$ cat src/rtl/pipe_debug_ctrl.sv
// Run-control sequencer for the five-stage pipeline: PC breakpoint table, button
// conditioning, and the RUN/HALT/STEP/RESUME issue-freeze state machine.

module pipe_debug_ctrl_debounce #(
  parameter int DEBOUNCE_CYCLES = 16
) (
  input  logic clk,
  input  logic rst_n,
  input  logic btn_i,
  output logic pulse_o
);
  localparam int CW = (DEBOUNCE_CYCLES > 1) ? $clog2(DEBOUNCE_CYCLES + 1) : 1;

  logic [1:0]    sync_q;
  logic          level_q, level_d, level_prev_q;
  logic [CW-1:0] cnt_q, cnt_d;

  // Synchronizer, debounced level, stability counter and edge-detect history
  always_ff @(posedge clk or negedge rst_n) begin
    if (!rst_n) begin
      sync_q       <= 2'b00;
      level_q      <= 1'b0;
      level_prev_q <= 1'b0;
      cnt_q        <= '0;
    end else begin
      sync_q       <= {sync_q[0], btn_i};
      level_q      <= level_d;
      level_prev_q <= level_q;
      cnt_q        <= cnt_d;
    end
  end

  // Accept a new level only after it has differed for DEBOUNCE_CYCLES cycles in a row
  always_comb begin
    level_d = level_q;
    cnt_d   = '0;
    if (sync_q[1] != level_q) begin
      if (cnt_q == CW'(DEBOUNCE_CYCLES - 1)) begin
        level_d = sync_q[1];
      end else begin
        cnt_d = cnt_q + CW'(1);
      end
    end else begin
      cnt_d = '0;
    end
  end

  assign pulse_o = level_q & ~level_prev_q;
endmodule

module pipe_debug_ctrl #(
  parameter int NUM_BP          = 4,
  parameter int DEBOUNCE_CYCLES = 16,
  parameter int STEP_WIDTH      = 8,
  localparam int IW = (NUM_BP > 1) ? $clog2(NUM_BP) : 1
) (
  input  logic                  clk,
  input  logic                  rst_n,
  input  logic [31:0]           id_pc,
  input  logic                  id_valid,
  input  logic                  id_advance,
  input  logic                  bp_wr_en,
  input  logic [IW-1:0]         bp_wr_idx,
  input  logic [31:0]           bp_wr_addr,
  input  logic                  bp_wr_arm,
  input  logic                  btn_continue,
  input  logic                  btn_step,
  input  logic [STEP_WIDTH-1:0] step_count,
  input  logic                  halt_req,
  output logic                  freeze_id,
  output logic                  halted,
  output logic [1:0]            halt_cause,
  output logic [IW-1:0]         hit_idx,
  output logic [1:0]            state_o
);
  typedef enum logic [1:0] {
    ST_RUN    = 2'd0,
    ST_HALT   = 2'd1,
    ST_STEP   = 2'd2,
    ST_RESUME = 2'd3
  } state_e;

  localparam logic [1:0] CAUSE_BP   = 2'd1;
  localparam logic [1:0] CAUSE_STEP = 2'd2;
  localparam logic [1:0] CAUSE_EXT  = 2'd3;

  state_e                state_q, state_d;
  logic [STEP_WIDTH-1:0] remaining_q, remaining_d;
  logic [1:0]            cause_q, cause_d;
  logic [IW-1:0]         hit_idx_q, hit_idx_d;
  logic                  halted_q;
  logic [1:0]            state_o_q;
  logic [29:0]           bp_addr_q [NUM_BP];
  logic [NUM_BP-1:0]     bp_arm_q;
  logic [NUM_BP-1:0]     bp_match_s;
  logic [IW-1:0]         bp_idx_s;
  logic                  bp_hit_s, freeze_s, cont_p, step_p, unused_s;

  pipe_debug_ctrl_debounce #(.DEBOUNCE_CYCLES(DEBOUNCE_CYCLES)) u_db_cont (
    .clk(clk), .rst_n(rst_n), .btn_i(btn_continue), .pulse_o(cont_p)
  );
  pipe_debug_ctrl_debounce #(.DEBOUNCE_CYCLES(DEBOUNCE_CYCLES)) u_db_step (
    .clk(clk), .rst_n(rst_n), .btn_i(btn_step), .pulse_o(step_p)
  );

  // Breakpoint table; slot index comparison drops out-of-range writes
  always_ff @(posedge clk or negedge rst_n) begin
    if (!rst_n) begin
      for (int i = 0; i < NUM_BP; i++) begin
        bp_addr_q[i] <= 30'd0;
        bp_arm_q[i]  <= 1'b0;
      end
    end else begin
      for (int i = 0; i < NUM_BP; i++) begin
        if (bp_wr_en && (bp_wr_idx == IW'(i))) begin
          bp_addr_q[i] <= bp_wr_addr[31:2];
          bp_arm_q[i]  <= bp_wr_arm;
        end
      end
    end
  end

  // Word-address compare; descending scan leaves the lowest matching slot
  always_comb begin
    bp_idx_s = '0;
    for (int i = NUM_BP - 1; i >= 0; i--) begin
      bp_match_s[i] = bp_arm_q[i] & (bp_addr_q[i] == id_pc[31:2]);
      bp_idx_s      = bp_match_s[i] ? IW'(i) : bp_idx_s;
    end
  end

  assign bp_hit_s = id_valid & (|bp_match_s);
  assign unused_s = ^{id_pc[1:0], bp_wr_addr[1:0]};

  // Run-control next state, halt bookkeeping and issue freeze
  always_comb begin
    state_d     = state_q;
    remaining_d = remaining_q;
    cause_d     = cause_q;
    hit_idx_d   = hit_idx_q;
    freeze_s    = 1'b0;
    unique case (state_q)
      ST_RUN: begin
        if (bp_hit_s) begin
          state_d   = ST_HALT;
          cause_d   = CAUSE_BP;
          hit_idx_d = bp_idx_s;
          freeze_s  = 1'b1;
        end else if (halt_req) begin
          state_d  = ST_HALT;
          cause_d  = CAUSE_EXT;
          freeze_s = 1'b1;
        end else begin
          freeze_s = 1'b0;
        end
      end
      ST_HALT: begin
        freeze_s = 1'b1;
        if (cont_p) begin
          state_d = ST_RESUME;
        end else if (step_p) begin
          state_d     = ST_STEP;
          remaining_d = (step_count == '0) ? STEP_WIDTH'(1) : step_count;
        end else begin
          state_d = ST_HALT;
        end
      end
      ST_RESUME: begin
        // Breakpoints are masked here so the halted instruction can leave ID
        if (halt_req) begin
          state_d  = ST_HALT;
          cause_d  = CAUSE_EXT;
          freeze_s = 1'b1;
        end else if (id_advance) begin
          state_d = ST_RUN;
        end else begin
          state_d = ST_RESUME;
        end
      end
      ST_STEP: begin
        if (id_advance && (remaining_q == STEP_WIDTH'(1))) begin
          state_d     = ST_HALT;
          cause_d     = CAUSE_STEP;
          remaining_d = '0;
        end else if (id_advance) begin
          remaining_d = remaining_q - STEP_WIDTH'(1);
        end else begin
          remaining_d = remaining_q;
        end
      end
      default: begin
        state_d = ST_RUN;
      end
    endcase
  end

  // State, step budget and registered status outputs
  always_ff @(posedge clk or negedge rst_n) begin
    if (!rst_n) begin
      state_q     <= ST_RUN;
      remaining_q <= '0;
      cause_q     <= 2'd0;
      hit_idx_q   <= '0;
      halted_q    <= 1'b0;
      state_o_q   <= 2'd0;
    end else begin
      state_q     <= state_d;
      remaining_q <= remaining_d;
      cause_q     <= cause_d;
      hit_idx_q   <= hit_idx_d;
      halted_q    <= (state_d == ST_HALT);
      state_o_q   <= state_d;
    end
  end

  assign freeze_id  = freeze_s;
  assign halted     = halted_q;
  assign halt_cause = cause_q;
  assign hit_idx    = hit_idx_q;
  assign state_o    = state_o_q;
endmodule

$ cat config.mk
export PLATFORM = sky130hd
export DESIGN_NAME = pipe_debug_ctrl
export DESIGN_NICKNAME = d
export VERILOG_FILES = /design/src/rtl/pipe_debug_ctrl.sv
export SDC_FILE = /design/constraint.sdc
export NUM_CORES = 1
export LEC_CHECK = 0
export BUFFER_PORTS_ARGS = -buffer_cell sky130_fd_sc_hd__buf_2
export CAP_MARGIN = 20
export CORE_ASPECT_RATIO = 0.7
export CORE_MARGIN = 10
export CORE_UTILIZATION = 58
export DETAILED_ROUTE_END_ITERATION = 7
export PLACE_DENSITY = 0.81
export RECOVER_POWER = 100
export SETUP_SLACK_MARGIN = 0.02
export SYNTH_ARGS = -nofsm -noshare
export SYNTH_HDL_FRONTEND = slang
export SYNTH_HIERARCHICAL = 1
export SYNTH_SLANG_ARGS = --single-unit
$ cat constraint.sdc
create_clock -name clk -period 2.6 [get_ports clk]
set_clock_uncertainty 0.05 [all_clocks]
set_input_delay 0.13 -clock clk [delete_from_list [all_inputs] [get_ports clk]]
set_output_delay 0.13 -clock clk [all_outputs]
set_load 0.02 [all_outputs]
==> metrics.csv <==
metric,value,unit
GR Util met3,6.886,%
Setup crit end kind,output port,
"count leader, synth",dfrtp_1,
status,"finished, violations left",
synthesis-to-layout area growth,21.24,%
GP Congestion,0.9161,
worst hold path type,in2reg,
WS Path Type,reg2out,
maximum clock rate,374.2,MHz
first-pass GRT wire length,30490,um
Initial Utilization,60.31,%
Syn Std Cell Area,7646,um^2
FF-to-FF setup slack,0.06,ns
vias in the first global route,5689,
Total GRT Usage,21.84,%
Worst-Margin Slew,2.197,ns
Syn Inst Count,600,
most frequent CP cell,nand4_1,
clk_lat worst skew,0.42,ns
DRT Wirelength,18960,um
Sink Count,157,
Max Fanout on Critical Path,2,
core area,12680,um^2
internal power,4.996,mW
Crit Reg-Reg Startpoint,bp_addr_q[81]$_DFFE_PN0P_,
clock network power share,36.0,%
Yosys reg bits,157,
Die H,116.1,um
Die Wd,157.2,um
"Seq/Total Area, Yosys",51.38,%
Max-slew headroom,-46.47,%
"Hold Vio Cnt, Final",0,
ranking of synthesized cells by area,"dfrtp_1 (51%), mux2_2 (18%), xnor2_1 (11%), xor2_1 (2.7%), nand4_1 (2.2%)",
Util after Layout,73.12,%
Netlist cell types,54,
fraction of registers with async set/reset,100.0,%
worst setup margin,-0.07232,ns
Sequential Power Share,45.3,%
TNS Setup,-0.07232,ns
Fillers,826,
routed vias,5217,
Nets,820,
Post-Place Worst Slack,0.2805,ns
min Tclk post-route,2.672,ns
Post-synth top cells,"dfrtp_1 (157), mux2_2 (124), xnor2_1 (97)",
Hold Startpoint,step_count[2],
startpoint types,flip-flop,
wire per inst,20.88,um
part of the cycle the worst path needs,102.8,%
largest net degree at the start of global routing,73,
number of synthesized flops with an enable pin,0,
first drt pass iteration count,5,
switching share of power,27.01,%
met1 Usage GRT,28.84,%
clock slew at reported path FFs,0.06,ns
Logic pwr share,18.7,%
CTS buffer count,17,
antenna-violating nets left,0,
CTS tree,yes,
Antenna diodes,0,
global route overflow,0,
Design Power,6.845,mW
register area,3929,um^2
die footprint,18250,um^2
met2 Use GR,34.35,%
ratio of cells with drive above 1 in the final layout,35.12,%
root buffer cell,clkbuf_16,
HPWL after detailed placement,13380,um
cell chain of the critical path,xnor2_1 > nand4_1 > nor4_1 > nand4_1 > a41oi_2 > o311a_1 > buf_6,
Mapped Nets,687,
IO Pins,91,
Setup Viol. Count Final,1,
Buf/Inv on CP,1,
Synth Warn #,6,
initial DRC count,340,
vias per cell,5.746,
slowest CP cell,dfrtp_1,
Cell Rows,34,
CP top delay family,simple AND/OR/NAND/NOR gates,
Main synth FF type,dfrtp_1,
top-area cell type share of the netlist area,51.38,%
CTS H-tree depth,4,
clock tree buffer depth,2,
initial antenna violation count,0,
leak pwr,3.922,nW
Remaining DRCs,0,
CP required,2.42,ns
Max Cap Viol,5,
WP data arrival,2.49,ns
CP peak stage delay,0.39,ns
Pins Over Slew Limit,201,
area taken by multi-input logic gates,3553,um^2
unrepaired setup endpoints after global routing,true,
pwr dens,738.4,nW/um^2
busiest grt layer,met2,
maximum VDD drop,0.5179,mV
"area leader, netlist",dfrtp_1,
critical path startpoint,bp_addr_q[81]$_DFFE_PN0P_,
Avg Inst Size Synth,12.74,um^2
# port buffers,86,
Psw,1.849,mW
failing checks,"max-capacitance violations, max-slew violations, negative setup slack",
==> worst register-to-register path, cell delays in order, from the launching register on <==
cell and delay, ns:
dfrtp_1 0.39, xnor2_1 0.26, nand4_1 0.20, nor4_1 0.38, nand4_1 0.25, a41oi_2 0.29
buf_4 0.14, buf_6 0.08, buf_6 0.08, buf_6 0.08, buf_6 0.08, buf_6 0.07
o31a_1 0.13
==> power by group through the flow <==
stage	Combinational, mW	Sequential, mW	Clock [mW]
CTS	1.27	3.10	2.49
detailed placement	1.19	3.14	0
floorplan	0.822	3.08	0
finish	1.28	3.10	2.46
global route	1.38	3.15	2.63
global placement	1.15	3.10	0
==> placed cells by master (no fill, tap or decap), drive strengths merged, types with 5 or more instances in the layout <==
cell,netlist,routed
inv,11,13
dfrtp,157,157
buf,19,87
clkinvlp,0,6
nor3,5,5
clkbuf,9,35
nor2,19,19
dlygate4sd3,0,40
xnor2,102,102
nand3,9,9
a21oi,12,12
nand4,27,27
nor4,10,10
o21ai,18,18
xor2,24,24
mux2,126,126
==> kinds of logic after synthesis <==
logic type	Yosys count	share of synthesized area, %
flip-flops	157	51.38
AO/OA/AOI/OAI	47	4.206
buffers and inverters	39	2.471
adder cells (fa/ha/maj)	4	0.6546
multiplexers	127	18.69
XOR/XNOR	126	14.92
AND/OR/NAND/NOR	100	7.674
==> stage by stage <==
step / std cells / hold slack (ns) / instance area [um^2]
after detailed placement: 826 / 0.1419 / 8200
after global routing: 908 / 0.01576 / 9270
after CTS: 908 / 0.01103 / 9301
after global placement: 826 / 0.1338 / 8200
final: 908 / 0.02217 / 9270
after floorplan: 600 / -0.2156 / 7646
==> worst paths after layout <==
path | to | depth (start not counted)
min in group asynchronous | bp_addr_q[115]$_DFFE_PN0P_ | 2
worst min-delay path | remaining_q[2]$_DFFE_PN0P_ | 3
max in group asynchronous | u_db_cont/level_prev_q$_DFF_PN0_ | 3
worst max register to register | halt_cause[0]$_DFFE_PN0P_ | 12
worst min register to register | u_db_step/sync_q[1]$_DFF_PN0_ | 0
worst max-delay path | freeze_id | 7
==> timing repair <==
action,4_1_cts,5_1_grt
resized for setup,6,7
endpoints found under the hold margin,199,0
setup buffers,10,1
endpoints found under the setup margin,1,2
hold buffers,40,0
cloned,0,0
pin swaps,6,5
==> flip-flops by register name, indices dropped and copies added, names as in the netlist <==
signal,count
u_db_cont/sync_q,2
u_db_step/level_prev_q,1
u_db_step/sync_q,2
bp_arm_q,4
hit_idx,2
u_db_cont/level_q,1
u_db_cont/level_prev_q,1
halted,1
u_db_cont/cnt_q,5
halt_cause,2
u_db_step/cnt_q,5
state_o,2
u_db_step/level_q,1
bp_addr_q,120
remaining_q,8
==> layout make-up <==
type	instances	area share (%)
Clock buffer	20	4.926
Clock inverter	12	1.471
Inverter	11	0.4454
Multi-Input combinational cell	404	38.33
Sequential cell	157	42.38
Tap cell	162	2.187
Timing Repair Buffer	142	10.26
==> per-layer routing <==
metal	vias to the layer above	routed length (um)
met4	0	257
met3	20	1388
met1	2664	8316
met2	157	8999
met5	-	0
li1	2376	-
No activity file was read; power rests on OpenSTA's default activity.
